===== src/rtl/processor_pkg.sv =====
// processor_pkg: shared state encoding and default widths for the memory port arbiter
package processor_pkg;
    localparam int ADDR_W_DEF = 8;
    localparam int DATA_W_DEF = 8;
    typedef enum logic [1:0] {
        ST_IDLE  = 2'd0,
        ST_RD_IF = 2'd1,
        ST_RD_D  = 2'd2
    } arb_state_e;
endpackage


===== src/rtl/arb_starve_ctr.sv =====
// arb_starve_ctr: saturating count of fetch arbitrations lost to data
module arb_starve_ctr #(
    parameter int STARVE_MAX = 2
) (
    input  logic clock,
    input  logic reset,
    input  logic clr,
    input  logic inc,
    output logic sat
);
    localparam int W = $clog2(STARVE_MAX + 1);
    logic [W-1:0] cnt_q, cnt_d;
    assign sat = cnt_q == W'(STARVE_MAX);
    always_comb cnt_d = clr ? '0 : (inc && !sat) ? cnt_q + W'(1) : cnt_q;
    always_ff @(posedge clock or negedge reset)
        if (!reset) cnt_q <= '0;
        else cnt_q <= cnt_d;
endmodule


===== src/rtl/mem_port_arbiter.sv =====
// mem_port_arbiter: shares one memory port between fetch and data, with bounded fetch starvation
module mem_port_arbiter
    import processor_pkg::*;
#(
    parameter int ADDR_W     = ADDR_W_DEF,
    parameter int DATA_W     = DATA_W_DEF,
    parameter int MEM_LAT    = 1,
    parameter int STARVE_MAX = 2
) (
    input  logic              clock,
    input  logic              reset,
    input  logic              if_req,
    input  logic [ADDR_W-1:0] if_addr,
    output logic              if_gnt,
    output logic [DATA_W-1:0] if_rdata,
    output logic              if_valid,
    input  logic              d_req,
    input  logic              d_we,
    input  logic [ADDR_W-1:0] d_addr,
    input  logic [DATA_W-1:0] d_wdata,
    output logic              d_gnt,
    output logic [DATA_W-1:0] d_rdata,
    output logic              d_valid,
    output logic [ADDR_W-1:0] mem_addr,
    output logic [DATA_W-1:0] mem_wdata,
    output logic              mem_re,
    output logic              mem_we,
    input  logic [DATA_W-1:0] mem_rdata
);
    localparam int LW = $clog2(MEM_LAT + 1);
    arb_state_e state_q, state_d;
    logic [LW-1:0] lat_cnt_q, lat_cnt_d;
    logic [ADDR_W-1:0] mem_addr_q;
    logic [DATA_W-1:0] mem_wdata_q, if_rdata_q, d_rdata_q;
    logic last, free, starved, if_win, d_win;
    // the data-return cycle doubles as an arbitration cycle for back-to-back reads
    assign last   = lat_cnt_q == LW'(1);
    assign free   = state_q == ST_IDLE || last;
    assign if_win = reset && free && if_req && (!d_req || starved);
    assign d_win  = reset && free && d_req && !if_win;
    assign if_gnt    = if_win;
    assign d_gnt     = d_win;
    assign mem_re    = if_win || (d_win && !d_we);
    assign mem_we    = d_win && d_we;
    assign mem_addr  = !reset ? '0 : if_win ? if_addr : d_win ? d_addr : mem_addr_q;
    assign mem_wdata = (d_win && d_we) ? d_wdata : mem_wdata_q;
    assign if_valid  = state_q == ST_RD_IF && last;
    assign d_valid   = state_q == ST_RD_D && last;
    assign if_rdata  = if_valid ? mem_rdata : if_rdata_q;
    assign d_rdata   = d_valid ? mem_rdata : d_rdata_q;
    arb_starve_ctr #(.STARVE_MAX(STARVE_MAX)) u_starve (
        .clock(clock),
        .reset(reset),
        .clr  (if_win),
        .inc  (if_req && d_win),
        .sat  (starved)
    );
    always_comb begin
        state_d   = state_q;
        lat_cnt_d = lat_cnt_q;
        if (if_win) begin
            state_d   = ST_RD_IF;
            lat_cnt_d = LW'(MEM_LAT);
        end else if (d_win && !d_we) begin
            state_d   = ST_RD_D;
            lat_cnt_d = LW'(MEM_LAT);
        end else if (free) begin
            state_d   = ST_IDLE;
            lat_cnt_d = '0;
        end else begin
            lat_cnt_d = lat_cnt_q - LW'(1);
        end
    end
    always_ff @(posedge clock or negedge reset) begin
        if (!reset) begin
            state_q     <= ST_IDLE;
            lat_cnt_q   <= '0;
            mem_addr_q  <= '0;
            mem_wdata_q <= '0;
            if_rdata_q  <= '0;
            d_rdata_q   <= '0;
        end else begin
            state_q     <= state_d;
            lat_cnt_q   <= lat_cnt_d;
            mem_addr_q  <= mem_addr;
            mem_wdata_q <= mem_wdata;
            if_rdata_q  <= if_rdata;
            d_rdata_q   <= d_rdata;
        end
    end
endmodule


===== config.mk =====
export PLATFORM = sky130hd
export DESIGN_NAME = mem_port_arbiter
export DESIGN_NICKNAME = d
export VERILOG_FILES = /design/src/rtl/processor_pkg.sv /design/src/rtl/arb_starve_ctr.sv /design/src/rtl/mem_port_arbiter.sv
export SDC_FILE = /design/constraint.sdc
export NUM_CORES = 1
export LEC_CHECK = 0
export BUFFER_PORTS_ARGS = -buffer_cell sky130_fd_sc_hd__buf_2
export CORE_UTILIZATION = 42
export CTS_BUF_LIST = sky130_fd_sc_hd__clkbuf_16
export CTS_CLUSTER_DIAMETER = 100
export CTS_CLUSTER_SIZE = 10
export DETAILED_ROUTE_END_ITERATION = 10
export PLACE_DENSITY = 0.82
export SLEW_MARGIN = 5
export SYNTH_ARGS = -nofsm -noshare
export SYNTH_HDL_FRONTEND = slang
export SYNTH_SLANG_ARGS = --single-unit

===== constraint.sdc =====
create_clock -name clock -period 1.55 [get_ports clock]
set_clock_uncertainty 0.15 [all_clocks]
set_input_delay 0.31 -clock clock [delete_from_list [all_inputs] [get_ports clock]]
set_output_delay 0.31 -clock clock [all_outputs]
set_load 0.02 [all_outputs]

# == Yosys cells after proc, flatten, opt, wreduce, memory -nomap -nowiden ==
# Cells that the tools add are included.
# classes
addsub,2
mux,14
n_eq_ne,3
n_reduce_logical,21
# ops
cell,count
8-bit 2-to-1 mux,6
1-bit logical AND,11
2-bit 2-to-1 mux,5
"2-bit == test, second input constant",2
1-bit zero test,4
1-bit logical OR,3
1-bit 2-to-1 mux,3
3-bit nonzero test,1
"2-bit by 1-bit adder with 2-bit output, second input constant",1
"2-bit by 1-bit == test with 1-bit output, second input constant",1
2-bit zero test,1
2-bit nonzero test,1
"1-bit subtractor, second input constant",1
# totals
register_bits,37
output_inout_bits,38
input_bits,37
word_cells,47

# == Longest topological paths before layout ==
# logic_depth
ltp_word,11
depth_mapped,6
ltp_nobuf,5

# == Modules after synthesis ==
# From an unflattened synthesis, not the netlist that was laid out.
# unflattened
hier_cells,122
area_unflattened_um2,1654.1
# modules_own_cells
module,seq_area_each_um2,n_inst,area_each_um2,cells_each
mem_port_arbiter,875.8,1,1524.0,111
arb_starve_ctr,50.0,1,130.1,11

# == Worst setup path before layout ==
# OpenSTA, ideal clock, no wires.
# synth_timing
path_type,reg-to-output
from,register u_starve.cnt_q[0]
to,output mem_addr[0]
path_buffers,0
path_stages_with_launch,6
path_slack_ns,-0.394
required_ns,1.090
t_arrival_ns,1.484
path_cell_list,dfrtp_1 -> inv_1 -> ha_1 -> nand2b_1 -> nand4_1 -> a31oi_1
# synth_between
elab_chain_len,8
# synth_rtl
element,line_no,text
from (decl),arb_starve_ctr.sv:12,"logic [W-1:0] cnt_q, cnt_d;"
from (signal assigned),arb_starve_ctr.sv:17,else cnt_q <= cnt_d;
2-bit == test *,arb_starve_ctr.sv:13,assign sat = cnt_q == W'(STARVE_MAX);
1-bit logical OR *,mem_port_arbiter.sv:39,assign if_win = reset && free && if_req && (!d_req || starved);
1-bit logical AND *,mem_port_arbiter.sv:39,
1-bit zero test,mem_port_arbiter.sv:40,assign d_win = reset && free && d_req && !if_win;
1-bit logical AND,mem_port_arbiter.sv:40,
8-bit 2-to-1 mux,mem_port_arbiter.sv:45,assign mem_addr = !reset ? '0 : if_win ? if_addr : d_win ? d_addr : mem_addr_q;
8-bit 2-to-1 mux * (2 in series),mem_port_arbiter.sv:45,
to (decl),mem_port_arbiter.sv:24,"output logic [ADDR_W-1:0] mem_addr,"
# Every way passes the cells marked *; elsewhere a longest branch is shown, timed or not.

# == Worst setup path in the final report ==
# layout_timing
from,register u_starve.cnt_q[0]
to,output mem_addr[7]
# The elaborated chain is that of the path after synthesis.

==> metrics.md <==
| Metric | Value |
|---|---|
| Num CTS Buffers | `5` |
| Commonest non-fill, non-tap cells in the layout | `46 x buf_6, 41 x buf_2, 35 x dfrtp_1` |
| Maxcap violations | `0` |
| Final setup viols | `between 50 and 60` |
| R2R setup slack | `-0.18 ns` |
| Synth unique cells | `27` |
| CP Capture Type | `output port` |
| Crit path launch | `u_starve.cnt_q[0]` |
| Final period util | `1.50` |
| CORE AREA | `between 0.003 and 0.004 sq mm` |
| Syn Area/Cell | `between 10 and 15 sq um` |
| Worst Max-Slew Pin Slew | `a little over 0.5 ns` |
| GRT Util Overall | `0.290` |
| Antenna violations before repair | `0` |
| Type of origin of the critical path | `flip-flop` |
| Violated checks | `negative setup slack` |
| Layout cell share with drive strength beyond 1 | `0.728` |
| Seq/Total Area, Yosys | `0.563` |
| Ys Warns | `0` |
| Reg2reg end | `mem_addr_q[7]` |
| # IOs | `between 70 and 80` |
| Crit path capture | `mem_addr[7]` |
| Worst vdd ir | `between 1.5 and 2 mV` |
| Mapped Cells | `between 100 and 150` |
| Cell depth of the worst flop-to-flop path | `7` |
| Clock Sinks | `37` |
| Drt initial violations | `120` |
| Setup slack after layout | `-0.770 ns` |
| Via total after detailed routing | `between 1500 and 2000` |
| Number of global-route vias before repair | `between 1500 and 2000` |
| Clock Latency Late Sink | `~0.28 ns` |
| Final hold violations | `0` |
| Area Growth Syn to Fin | `94.9%` |
| Pwr/cell area | `roughly 2000 mW/mm^2` |
| Post-Syn Nets | `171` |
| Max Slew Vio Count | `0` |
| DRC | `0` |
| H-tree levels | `2` |
| Starting density of the core | `0.443` |
| Status | `finished with violations` |
| Non-Filler Cell Area, Final | `between 0.003 and 0.004 sq mm` |
| Seq cells post-synth | `37` |
| Wire per inst | `23.1 um` |
| Period minus WS final | `about 2.3 ns` |
| Clock-pin slew on the worst setup and hold paths | `about 0.05 ns` |
| Die W | `around 65 um` |
| First-pass GRT wire length | `8540 um` |
| Worst-path maximum fanout | `9` |
| Worst EP required | `1.09 ns` |
| Post-DP Area | `between 0.002 and 0.0025 sq mm` |
| CTS max path bufs | `2` |
| Fill count | `177` |
| Root Buffer | `clkbuf_16` |
| First-pass DRT Iterations | `4` |
| Drt via density | `5.82` |
| Slew headroom | `0.654` |
| Rows | `22` |
| Largest net degree at the start of global routing | `18` |
| Most common cell after layout, fill and taps aside | `buf_6` |
| Drt total wl | `around 7000 um` |
| Grt ovf | `0` |
| Die area | `between 0.004 and 0.005 sq mm` |
| Class of the worst hold path | `input pin to flip-flop` |
| Final TNS setup | `-23.26 ns` |
| Remaining antenna violation count | `0` |
| Die Ht | `around 65 um` |
| Post-detail-place hpwl | `a little over 3000 um` |
| Port buffer count | `74` |
| CP arrival | `approximately 1.9 ns` |
| CTS tree | `yes` |
| Cell Area, Synth | `0.00165 sq mm` |
| Reg2Reg Launch Point | `u_starve.cnt_q[0]` |
| Routability cong. | `0.892` |
| Final nets | `292` |
| Peak Freq | `431 MHz` |
| Kind of critical path | `flip-flop to output port` |
| RSZ-0062 raised after global routing | `true` |
| Antenna Diode Count | `0` |
| P_leak | `about 1.5 nW` |
==> per-layer routing <==
layer | part of all wire | GRT usage
met1 | 0.37 | 0.295
met2 | 0.53 | 0.538
met3 | 0.054 | 0.0775
met4 | 0.051 | 0.150
met5 | 0 | 0
==> timing repair <==
action	CTS	global route
hold buffers	3	0
setup buffers	3	9
cloned	3	1
endpoints found under the setup margin	44	55
hold endpoints to repair	24	0
resized for setup	66	87
pin swaps	3	8
==> stage by stage <==
step / setup WS (ns) / hold slack, ns / total power, mW / instances / utilization
global placement: -0.318 / 0.127 / 3.78 / 277 / 0.618
detailed placement: -0.354 / 0.135 / 3.86 / 277 / 0.618
floorplan: -0.393 / -0.136 / 3.04 / 133 / -
finish: -0.770 / 0.134 / 6.48 / 302 / 0.863
global route: -0.791 / 0.131 / 6.69 / 302 / 0.863
CTS: -0.592 / 0.123 / 5.31 / 293 / 0.759
==> worst min-delay path by stage <==
stage,start,slack [ns],to,cells after the start
after floorplan,reset,-0.14,d_rdata_q[0],0
after global placement,reset,0.13,u_starve.cnt_q[0],2
after detailed placement,reset,0.13,if_rdata_q[2],2
after CTS,d_wdata[4],0.12,mem_wdata_q[4],2
after global routing,d_wdata[1],0.13,mem_wdata_q[1],2
final,d_wdata[1],0.13,mem_wdata_q[1],2
==> logic make-up after synthesis <==
group                    count (synthesis)  synth area share
flip-flops                              37             0.563
AND/OR/NAND/NOR                         23            0.0814
multiplexers                            26             0.178
buffers and inverters                   15            0.0426
adder cells (fa/ha/maj)                  1           0.00760
AO/OA/AOI/OAI                           31             0.128
==> cells in the mapped netlist <==
cell type  count  area share
clkbuf_1       1      0.0023
nor3_1         1      0.0030
nand2b_1       1      0.0038
o2111ai_1      1      0.0053
a21oi_1        1      0.0030
o21ba_2        1      0.0061
buf_1          1      0.0023
nand3_1       11       0.033
and3_1         1      0.0038
buf_4          1      0.0046
nand2_1        2      0.0046
nand4_4        1       0.013
o21ai_0       11       0.033
buf_2          2      0.0061
nor2b_1        2      0.0076
o21bai_2       1      0.0068
nand4_1        1      0.0038
and2_1         1      0.0038
buf_6          1      0.0068
clkinv_1       1      0.0023
ha_1           1      0.0076
nor2_1         2      0.0046
mux2_2        26        0.18
o41ai_1        8       0.043
inv_1          8       0.018
dfrtp_1       37        0.56
a31oi_1        8       0.030
==> state kept, by name, indices dropped and copies added, names as in the netlist <==
register,cells
last,1
state_q,2
u_starve.cnt_q,2
if_rdata_q,8
d_rdata_q,8
mem_wdata_q,8
mem_addr_q,8
==> power breakdown <==
| part | internal (mW) | switching (mW) |
|---|---|---|
| Combinational | 1.97 | 1.95 |
| Clock | 0.574 | 0.368 |
| Sequential | 1.39 | 0.228 |
| Total | 3.93 | 2.55 |
==> worst max-delay path: stages, from the launching register on <==
cell and delay, ns:
dfrtp_1 0.36, inv_1 0.05, ha_2 0.20, nor2b_1 0.20
buf_6 0.23, o41ai_4 0.09, a31oi_2 0.23, buf_4 0.20
==> cell type report <==
type	instances	area, sq um	area share
multi-input cells	85	1080	0.337
repair buffers	116	961	0.300
flip-flops and latches	37	928	0.290
clock buffers	5	125	0.0390
well taps	48	60.1	0.0187
inverters	9	45.0	0.0140
clock inverters	2	7.51	0.00234
Power figures use the tool's default switching activity.
